==> src/rtl/unary_pkg.sv <==
// rtl/unary_pkg.sv - shared unary-domain FSM encodings and result width helper
package unary_pkg;

  typedef enum logic [1:0] {
    IDLE  = 2'd0,
    COUNT = 2'd1,
    DONE  = 2'd2
  } unaryStateT;

  // Bipolar results need one extra sign bit to cover -N..N.
  function automatic int unaryOutWidth(input int winLog2);
`ifdef UNARY_WINDOW_BIPOLAR_EN
    return winLog2 + 2;
`else
    return winLog2 + 1;
`endif
  endfunction

endpackage

==> src/rtl/unary_sample_counter.sv <==
// rtl/unary_sample_counter.sv - WIN_LOG2-bit sample counter with clear, enable and terminal flag
module unary_sample_counter #(
  parameter int WIN_LOG2 = 4
) (
  input  logic iClk,
  input  logic iRstN,
  input  logic iClr,
  input  logic iEn,
  output logic oTerm
);

  logic [WIN_LOG2-1:0] cntQ;

  // Natural wrap at the terminal count restarts the next window from zero.
  always_ff @(posedge iClk or negedge iRstN) begin
    if (!iRstN) begin
      cntQ <= '0;
    end else if (iClr) begin
      cntQ <= '0;
    end else if (iEn) begin
      cntQ <= cntQ + WIN_LOG2'(1);
    end
  end

  assign oTerm = (cntQ == {WIN_LOG2{1'b1}});

endmodule

==> src/rtl/unary_window_counter.sv <==
// rtl/unary_window_counter.sv - counts 1s of a unary bitstream over 2^WIN_LOG2 valid samples
// Build option UNARY_WINDOW_BIPOLAR_EN: result as signed 2*ones-N instead of unsigned ones.
module unary_window_counter
  import unary_pkg::*;
#(
  parameter  int WIN_LOG2 = 4,
  localparam int OUT_W    = unaryOutWidth(WIN_LOG2)
) (
  input  logic             iClk,
  input  logic             iRstN,
  input  logic             iClr,
  input  logic             iStart,
  input  logic             iBit,
  input  logic             iBitValid,
  output logic             oBusy,
  output logic             oValid,
  output logic [OUT_W-1:0] oData
);

  localparam int N = 1 << WIN_LOG2;

  unaryStateT          stateQ, stateD;
  logic [WIN_LOG2:0]   onesQ;
  logic [WIN_LOG2:0]   finalOnes;
  logic [OUT_W-1:0]    dataQ, dataD;
  logic                accept, lastSample, startWin, sampleTerm;

  assign accept     = (stateQ == COUNT) && iBitValid;
  assign lastSample = accept && sampleTerm;
  assign startWin   = iStart && ((stateQ == IDLE) || (stateQ == DONE));
  assign finalOnes  = onesQ + {{WIN_LOG2{1'b0}}, iBit};

  unary_sample_counter #(.WIN_LOG2(WIN_LOG2)) uSampleCnt (
    .iClk  (iClk),
    .iRstN (iRstN),
    .iClr  (iClr || startWin),
    .iEn   (accept),
    .oTerm (sampleTerm)
  );

  always_ff @(posedge iClk or negedge iRstN) begin
    if (!iRstN) begin
      stateQ <= IDLE;
    end else if (iClr) begin
      stateQ <= IDLE;
    end else begin
      stateQ <= stateD;
    end
  end

  always_comb begin
    stateD = stateQ;
    case (stateQ)
      IDLE:    if (iStart) stateD = COUNT;
      COUNT:   if (lastSample) stateD = DONE;
      DONE:    stateD = iStart ? COUNT : IDLE;
      default: stateD = IDLE;
    endcase
  end

  always_comb begin
`ifdef UNARY_WINDOW_BIPOLAR_EN
    dataD = (OUT_W'(finalOnes) << 1) - OUT_W'(N);
`else
    dataD = finalOnes;
`endif
  end

  // The result includes the sample accepted on the completing edge.
  always_ff @(posedge iClk or negedge iRstN) begin
    if (!iRstN) begin
      onesQ <= '0;
      dataQ <= '0;
    end else if (iClr) begin
      onesQ <= '0;
      dataQ <= '0;
    end else begin
      if (startWin) begin
        onesQ <= '0;
      end else if (accept) begin
        onesQ <= finalOnes;
      end
      if (lastSample) begin
        dataQ <= dataD;
      end
    end
  end

  always_comb begin
    oBusy  = (stateQ == COUNT);
    oValid = (stateQ == DONE);
    oData  = dataQ;
  end

endmodule

==> config.mk <==
export PLATFORM = sky130hd
export DESIGN_NAME = unary_window_counter
export DESIGN_NICKNAME = d
export VERILOG_FILES = /design/src/rtl/unary_pkg.sv /design/src/rtl/unary_sample_counter.sv /design/src/rtl/unary_window_counter.sv
export SDC_FILE = /design/constraint.sdc
export NUM_CORES = 1
export LEC_CHECK = 0
export BUFFER_PORTS_ARGS = -buffer_cell sky130_fd_sc_hd__buf_2
export CORE_ASPECT_RATIO = 0.5
export CORE_MARGIN = 1
export CORE_UTILIZATION = 30
export DETAILED_ROUTE_END_ITERATION = 16
export HOLD_SLACK_MARGIN = 0.12
export SYNTH_ARGS = -nofsm -noshare
export SYNTH_HDL_FRONTEND = slang
export SYNTH_SLANG_ARGS = --single-unit
export TNS_END_PERCENT = 5
==> constraint.sdc <==
create_clock -name iClk -period 1.68 [get_ports iClk]
set_input_delay 0.084 -clock iClk [delete_from_list [all_inputs] [get_ports iClk]]
set_output_delay 0.084 -clock iClk [all_outputs]
set_load 0.01 [all_outputs]
==> out/metrics.cfg, run 1 <==
[run_status]
status = finished clean

[detailed_routing]
ant_nets = 0
drc = 0
finalWirelength_um = 1720
wl_per_cell_um = 14.0
drtIter0Drc = 69
drt-pass1-iter-count = 4
via_per_inst = 5.17
vias = 636

[clocking]
ctsHoldBuffers = 2
clkTransAtPathRegs_ns = 0.06
cts_resized = 0
cts_sinks = 16
cts-buffers-inserted = 3
post_cts_buffers = 0
worstSkewPairLatency_ns = 0.25
root_buffer = clkbuf_8
cts_tree = done
clockBufferDepth = 2
cts_max_level = 1

[worst_setup_path]
critPathSlowestCell = dfrtp_1
r2r.worst_path.cells = 5
end_kind = register
crit_path_max_incr_delay_ns = 0.35
cp_cell_sequence = ha_1 -> ha_1 -> nand3_1 -> xor2_1 -> a211oi_1
path_common_cell = ha_1
rr_startpoint = onesQ[0]$_DFFE_PN0P_
worstPathRequired_ns = 1.84
r2r-end = oData[4]$_DFFE_PN0P_
worst_setup_path_start_kind = register
r2r_slack_ns = 0.33
crit_path_max_fanout = 4
crit_type = register to register
worstPathArrival_ns = 1.51

[sta]
relSlewSlack_pct = 75.2
hold_viol_final = 0
tightestPinTransition_ns = 0.372
rsz0062_at_grt = false
hold_ws_ns = 0.155
fin_ws_ns = 0.327
post-route-period-util_pct = 80.5
drv_slew = 0
finalCriticalPeriod_ns = 1.35
fin_worst_skew_ns = 0.00455
setup_viol = 0
tns_ns = 0
max_freq_ghz = 0.739

[layout]
syn_to_final_growth_pct = 22.3
multi_input_area_um2 = 377
fin_nets = 98
seq_area_um2 = 400
diodes = 0
final_cells = 123
layout-drive-gt1-share_pct = 20.5
fillers = 227

[yosys]
syn_inst = 71
ys_ff_latch = 16
synth-seq-area-share_pct = 51.0
ys_types = 28
yosys-top-cells-area = dfrtp_1, a21oi_1, ha_1, nand3_1, a22o_1
synth_top_area_cell = dfrtp_1
syn_nets = 80
yosys_warnings = 0
synth_area_um2 = 785
synth_most_common_cell = dfrtp_1
async_flop_share_pct = 100
synth_edf_count = 0
ys.flop_type = dfrtp_1
syn_avg_cell_area_um2 = 11.0
synth_common_cells = dfrtp_1, a21oi_1, nand3_1
yosysTopAreaCellShare_pct = 51.0

[placed_design]
hpwl_um = 1300
dp_cells = 117
io_buffers = 12
detailedPlace.worstSlack_ns = 0.322
gp_congestion = 0.876

[global_routing]
grt_max_degree = 17
grt_pass1_wl_um = 2900
grt_overflow_total = 0
antenna_found_initial = 0
grt_usage_pct = 14.6
grt_pass1_vias = 617

[power_and_ir_drop]
power_density_nw_per_um2 = 828
p_leak_nw = 0.455
ir_drop_mv = 0.222

[floorplanning]
std_cell_rows = 12
coreArea_um2 = 2340
die_area_um2 = 2840
start_util_pct = 33.5
die_x_um = 74.3
ioPinCount = 13
die_h_um = 38.2

[worst_hold_path]
hold-path-cell-count = 3
hold_path.class = input port to register
holdPathEnd = stateQ[0]$_DFFE_PN0P_
min_from = iStart

[flow_run]
max-cap-violations = 0

-- cells by family after synthesis --
family                     after synthesis  synth area share (%)
AOI/OAI and AO/OA                       21                  16.9
xor gates and xnor gates                 4                  4.47
adders and majority gates                3                  4.79
buffers and inverters                    2                 0.956
DFF                                     16                  51.0
muxes                                    1                  1.28
and+or+nand+nor                         24                  20.6
-- routing by layer --
layer	track usage, %	routed length (µm)	vias up
met5	0	0	-
met1	19.1	857	311
met3	3.95	66	5
met2	23.2	771	20
li1	-	-	300
met4	6.13	27	0
-- stage by stage --
stage	cell area (µm²)	util, %	total power (W)
after floorplan	785	-	0.000427
after global placement	885	37.8	0.000450
after detailed placement	885	37.8	0.000454
after CTS	960	41.0	0.000808
after global routing	960	41.0	0.000830
final	960	41.0	0.000795
-- worst max path at each step --
stage,start,endpoint,slack [ns]
6_report,onesQ[0]$_DFFE_PN0P_,oData[4]$_DFFE_PN0P_,0.33
5_1_grt,onesQ[0]$_DFFE_PN0P_,oData[4]$_DFFE_PN0P_,0.21
4_1_cts,onesQ[0]$_DFFE_PN0P_,oData[4]$_DFFE_PN0P_,0.32
3_5_place_dp,onesQ[0]$_DFFE_PN0P_,oData[4]$_DFFE_PN0P_,0.32
3_3_place_gp,onesQ[0]$_DFFE_PN0P_,oData[4]$_DFFE_PN0P_,0.41
2_1_floorplan,onesQ[0]$_DFFE_PN0P_,oData[4]$_DFFE_PN0P_,0.43
-- area by class of cell --
| type | count | share of cell area (%) |
|---|---|---|
| clock buffer | 4 | 5.74 |
| sequential | 16 | 41.7 |
| inverter | 1 | 0.391 |
| multi-input combinational | 53 | 39.2 |
| timing repair buffer | 14 | 8.34 |
| tap | 35 | 4.56 |
-- report_power, final --
group	internal, W	switching [W]	total (W)
sequential	0.000390	0.00000676	0.000396
combinational	0.0000201	0.0000338	0.0000539
clock	0.000208	0.000136	0.000344
-- critical path, delay by kind of cell (launching register included) --
family / cells / cell delay (ns)
xor+xnor: 1 / 0.16
flops: 1 / 0.35
fa+ha+maj: 2 / 0.39
simple gates: 1 / 0.11
compound gates: 1 / 0.24
-- registers in the layout (all words and copies together) (netlist names) --
register         cells
oData                5
stateQ               2
uSampleCnt.cntQ      4
onesQ                5
-- cells in the final DEF (no fill, tap or decap), types with 2 or more instances in the layout --
cell,count
buf_2,12
nand2_1,3
ha_1,3
a21oi_1,8
clkbuf_8,4
xor2_1,3
a22o_1,3
o2bb2ai_1,2
dfrtp_1,16
nor2_1,2
a211oi_1,3
dlygate4sd3_1,2
o21ai_0,4
nand3_1,6
nand2b_1,2
No activity file was read; power rests on OpenSTA's default activity.
==> inputs of run 2 (changes only) <==
--- a/config.mk
+++ b/config.mk
@@ -5,6 +5,7 @@
 export SDC_FILE = /design/constraint.sdc
 export NUM_CORES = 1
 export LEC_CHECK = 0
+export ABC_AREA = 1
 export BUFFER_PORTS_ARGS = -buffer_cell sky130_fd_sc_hd__buf_2
 export CORE_ASPECT_RATIO = 0.5
 export CORE_MARGIN = 1
==> constraint.sdc (replaced) <==
create_clock -name iClk -period 1.1 [get_ports iClk]
set_input_delay 0.055 -clock iClk [delete_from_list [all_inputs] [get_ports iClk]]
set_output_delay 0.055 -clock iClk [all_outputs]
set_load 0.01 [all_outputs]
==> run 2 against run 1 <==
  * Utilization is 5.4 points higher
  * Global-route usage is 0.27 points higher
  * Clock power is 23% higher
  * The flow now finishes with violations (negative setup slack)
  * Highest routed layer unchanged
  * Worst setup slack worse by 0.38 ns
  * Combinational power is 130% higher
  * Sequential power is 54% higher
==> out/metrics.cfg, run 2 <==
[power_and_ir_drop]
power_density_nw_per_um2 = 1050  ; was 828 nW/µm²
p_leak_nw = 0.582  ; was 0.455 nW
ir_drop_mv = 0.359  ; was 0.222 mV

[worst_hold_path]
hold_path.class = input port to register  ; unchanged

[floorplanning]
die_area_um2 = 2910  ; was 2840 µm²
start_util_pct = 33.9  ; was 33.5%
coreArea_um2 = 2370  ; was 2340 µm²
std_cell_rows = 12  ; unchanged
die_h_um = 38.6  ; was 38.2 µm
die_x_um = 75.2  ; was 74.3 µm
ioPinCount = 13  ; unchanged

[placed_design]
gp_congestion = 0.817  ; was 0.876
io_buffers = 12  ; unchanged
hpwl_um = 1180  ; was 1300 µm
detailedPlace.worstSlack_ns = -0.0818  ; was 0.322 ns

[clocking]
clockBufferDepth = 2  ; unchanged
clkTransAtPathRegs_ns = 0.06  ; about the same
worstSkewPairLatency_ns = 0.25  ; about the same
cts_max_level = 1  ; unchanged
root_buffer = clkbuf_8  ; unchanged
cts_tree = done  ; unchanged
cts-buffers-inserted = 3  ; unchanged
cts_sinks = 16  ; unchanged

[yosys]
synth_most_common_cell = nand2_1  ; was dfrtp_1
yosys_warnings = 0  ; unchanged
yosys-top-cells-area = dfrtp_1, nand2_1, nand3_1, ha_1, inv_1  ; was dfrtp_1, a21oi_1, ha_1, nand3_1, a22o_1
synth_common_cells = nand2_1, dfrtp_1, nand3_1  ; was dfrtp_1, a21oi_1, nand3_1
ys.flop_type = dfrtp_1  ; unchanged
yosysTopAreaCellShare_pct = 49.8  ; was 51.0%
ys_types = 17  ; was 28
async_flop_share_pct = 100  ; unchanged
ys_ff_latch = 16  ; unchanged
synth_top_area_cell = dfrtp_1  ; unchanged
syn_nets = 105  ; was 80
synth_area_um2 = 805  ; was 785 µm²
synth-seq-area-share_pct = 49.8  ; was 51.0%
syn_avg_cell_area_um2 = 8.38  ; was 11.0 µm²
syn_inst = 96  ; was 71
synth_edf_count = 0  ; unchanged

[sta]
setup_viol = 7  ; was 0
tightestPinTransition_ns = 0.358  ; was 0.372 ns
drv_slew = 0  ; unchanged
relSlewSlack_pct = 76.1  ; was 75.2%
rsz0062_at_grt = true  ; was false
hold_ws_ns = 0.138  ; was 0.155 ns
post-route-period-util_pct = 105  ; was 80.5%
hold_viol_final = 0  ; unchanged
max_freq_ghz = 0.869  ; was 0.739 GHz
fin_worst_skew_ns = 0.00234  ; was 0.00455 ns
finalCriticalPeriod_ns = 1.15  ; was 1.35 ns
fin_ws_ns = -0.0513  ; was 0.327 ns

[layout]
multi_input_area_um2 = 415  ; was 377 µm²
fillers = 250  ; was 227
final_common_cell = nand2_1  ; was dfrtp_1
syn_to_final_growth_pct = 36.9  ; was 22.3%
diodes = 0  ; unchanged
fin_nets = 134  ; was 98
layout-drive-gt1-share_pct = 30.9  ; was 20.5%
final_cell_mix = nand2_1, dfrtp_1, nand3_1, buf_2, buf_4  ; was dfrtp_1, buf_2, a21oi_1
seq_area_um2 = 400  ; unchanged

[detailed_routing]
ant_nets = 0  ; unchanged
wl_per_cell_um = 10.5  ; was 14.0 µm
drc = 0  ; unchanged
drtIter0Drc = 19  ; was 69
drt-pass1-iter-count = 4  ; unchanged
via_per_inst = 4.54  ; was 5.17
vias = 718  ; was 636
finalWirelength_um = 1660  ; was 1720 µm

[worst_setup_path]
worst_setup_path_start_kind = register  ; unchanged
crit_family = flip-flops  ; was adder cells
crit_path_max_fanout = 3  ; was 4
worstPathArrival_ns = 1.34  ; was 1.51 ns
crit_buf_inv = 0  ; unchanged
end_kind = register  ; unchanged
cp_cell_sequence = ha_4 -> ha_4 -> xor2_1 -> nand3_1 -> nand2_1  ; was ha_1 -> ha_1 -> nand3_1 -> xor2_1 -> a211oi_1
crit_path_max_incr_delay_ns = 0.40  ; was 0.35 ns
crit_type = register to register  ; unchanged
critPathSlowestCell = dfrtp_1  ; unchanged
worstPathRequired_ns = 1.29  ; was 1.84 ns
path_common_cell = ha_4  ; was ha_1

[global_routing]
grt_max_degree = 17  ; unchanged
grt_overflow_total = 0  ; unchanged
grt_pass1_vias = 690  ; was 617
grt_pass1_wl_um = 2890  ; was 2900 µm
antenna_found_initial = 0  ; unchanged
grt_usage_pct = 14.9  ; was 14.6%

[run_status]
status = finished with violations  ; was finished clean
violations = negative setup slack

[flow_run]
max-cap-violations = 0  ; unchanged

run 2: changes by cell type in the layout (fill, tap and decap cells not counted), moves of 3 or more:
cell	change
nand2_1	+30
buf_4	+11
a21oi_1	-8
inv_1	+8
nand3_1	+6
a211oi_1	-3
a22o_1	-3
ha_1	-3
ha_4	+3
nand4_1	+3
nor2_4	+3
run 2: through the flow:
stage	util, %	TNS [ns]	total power (W)	cell area [µm²]	cells
floorplan	-	-0.0350	0.000675	812	96
global placement	40.7	-0.289	0.000728	965	150
detailed placement	40.7	-0.449	0.000727	965	150
CTS	44.2	-0.448	0.00118	1050	156
global route	46.4	-1.11	0.00122	1100	158
finish	46.4	-0.244	0.00116	1100	158
run 2: final cells by class:
cell class / instances / area share [%]
clock buffers: 3 / 3.75
inverters: 10 / 3.41
multi-input cells: 69 / 37.7
flip-flops and latches: 16 / 36.4
well taps: 35 / 3.98
repair buffers: 25 / 14.8
run 2: report_power, final:
part           leakage (nW)  internal [W]  switching (W)
sequential            0.222      0.000598      0.0000105
clock                0.0216      0.000243       0.000181
combinational         0.338     0.0000502      0.0000743
total                 0.582      0.000891       0.000266
run 2: worst reg2reg max path: stages (launching register included):
cell,delay (ns)
dfrtp_1,0.40
ha_4,0.18
ha_4,0.16
xor2_1,0.18
nand3_1,0.10
nand2_1,0.07
run 2: routing by layer:
layer  track usage [%]  vias to the layer above  wire length [µm]
met5                 0                        -                 0
met4              9.26                        0                44
met3              5.47                        4                60
met2              24.5                       19               752
met1              16.8                      329               803
li1                  -                      366                 -
run 2: what timing repair did:
action,in CTS,in global routing
setup endpoints to repair,9,17
pin swaps,4,5
hold endpoints to repair,17,0
buffers inserted,1,2
hold buffers,2,0
resized for setup,3,6
run 2: logic make-up after synthesis:
logic type	share of synthesized area, %
simple gates	35.9
flops	49.8
buf+inv	6.07
compound gates	2.49
fa+ha+maj	4.67
xor+xnor	1.09
run 2: path summary, 6_finish.rpt:
path                       slack [ns]                 start                              to  cells after the start
hold / removal                   0.14                iStart           stateQ[0]$_DFFE_PN0P_                      5
setup reg to reg                -0.05  onesQ[0]$_DFFE_PN0P_            oData[2]$_DFFE_PN0P_                      5
max in group asynchronous        0.59                 iRstN           stateQ[0]$_DFFE_PN0P_                      2
setup / recovery                -0.05  onesQ[0]$_DFFE_PN0P_            oData[2]$_DFFE_PN0P_                      5
hold reg to reg                  0.46  oData[1]$_DFFE_PN0P_            oData[1]$_DFFE_PN0P_                      2
min in group asynchronous        0.25                 iRstN  uSampleCnt.cntQ[3]$_DFFE_PN0P_                      2
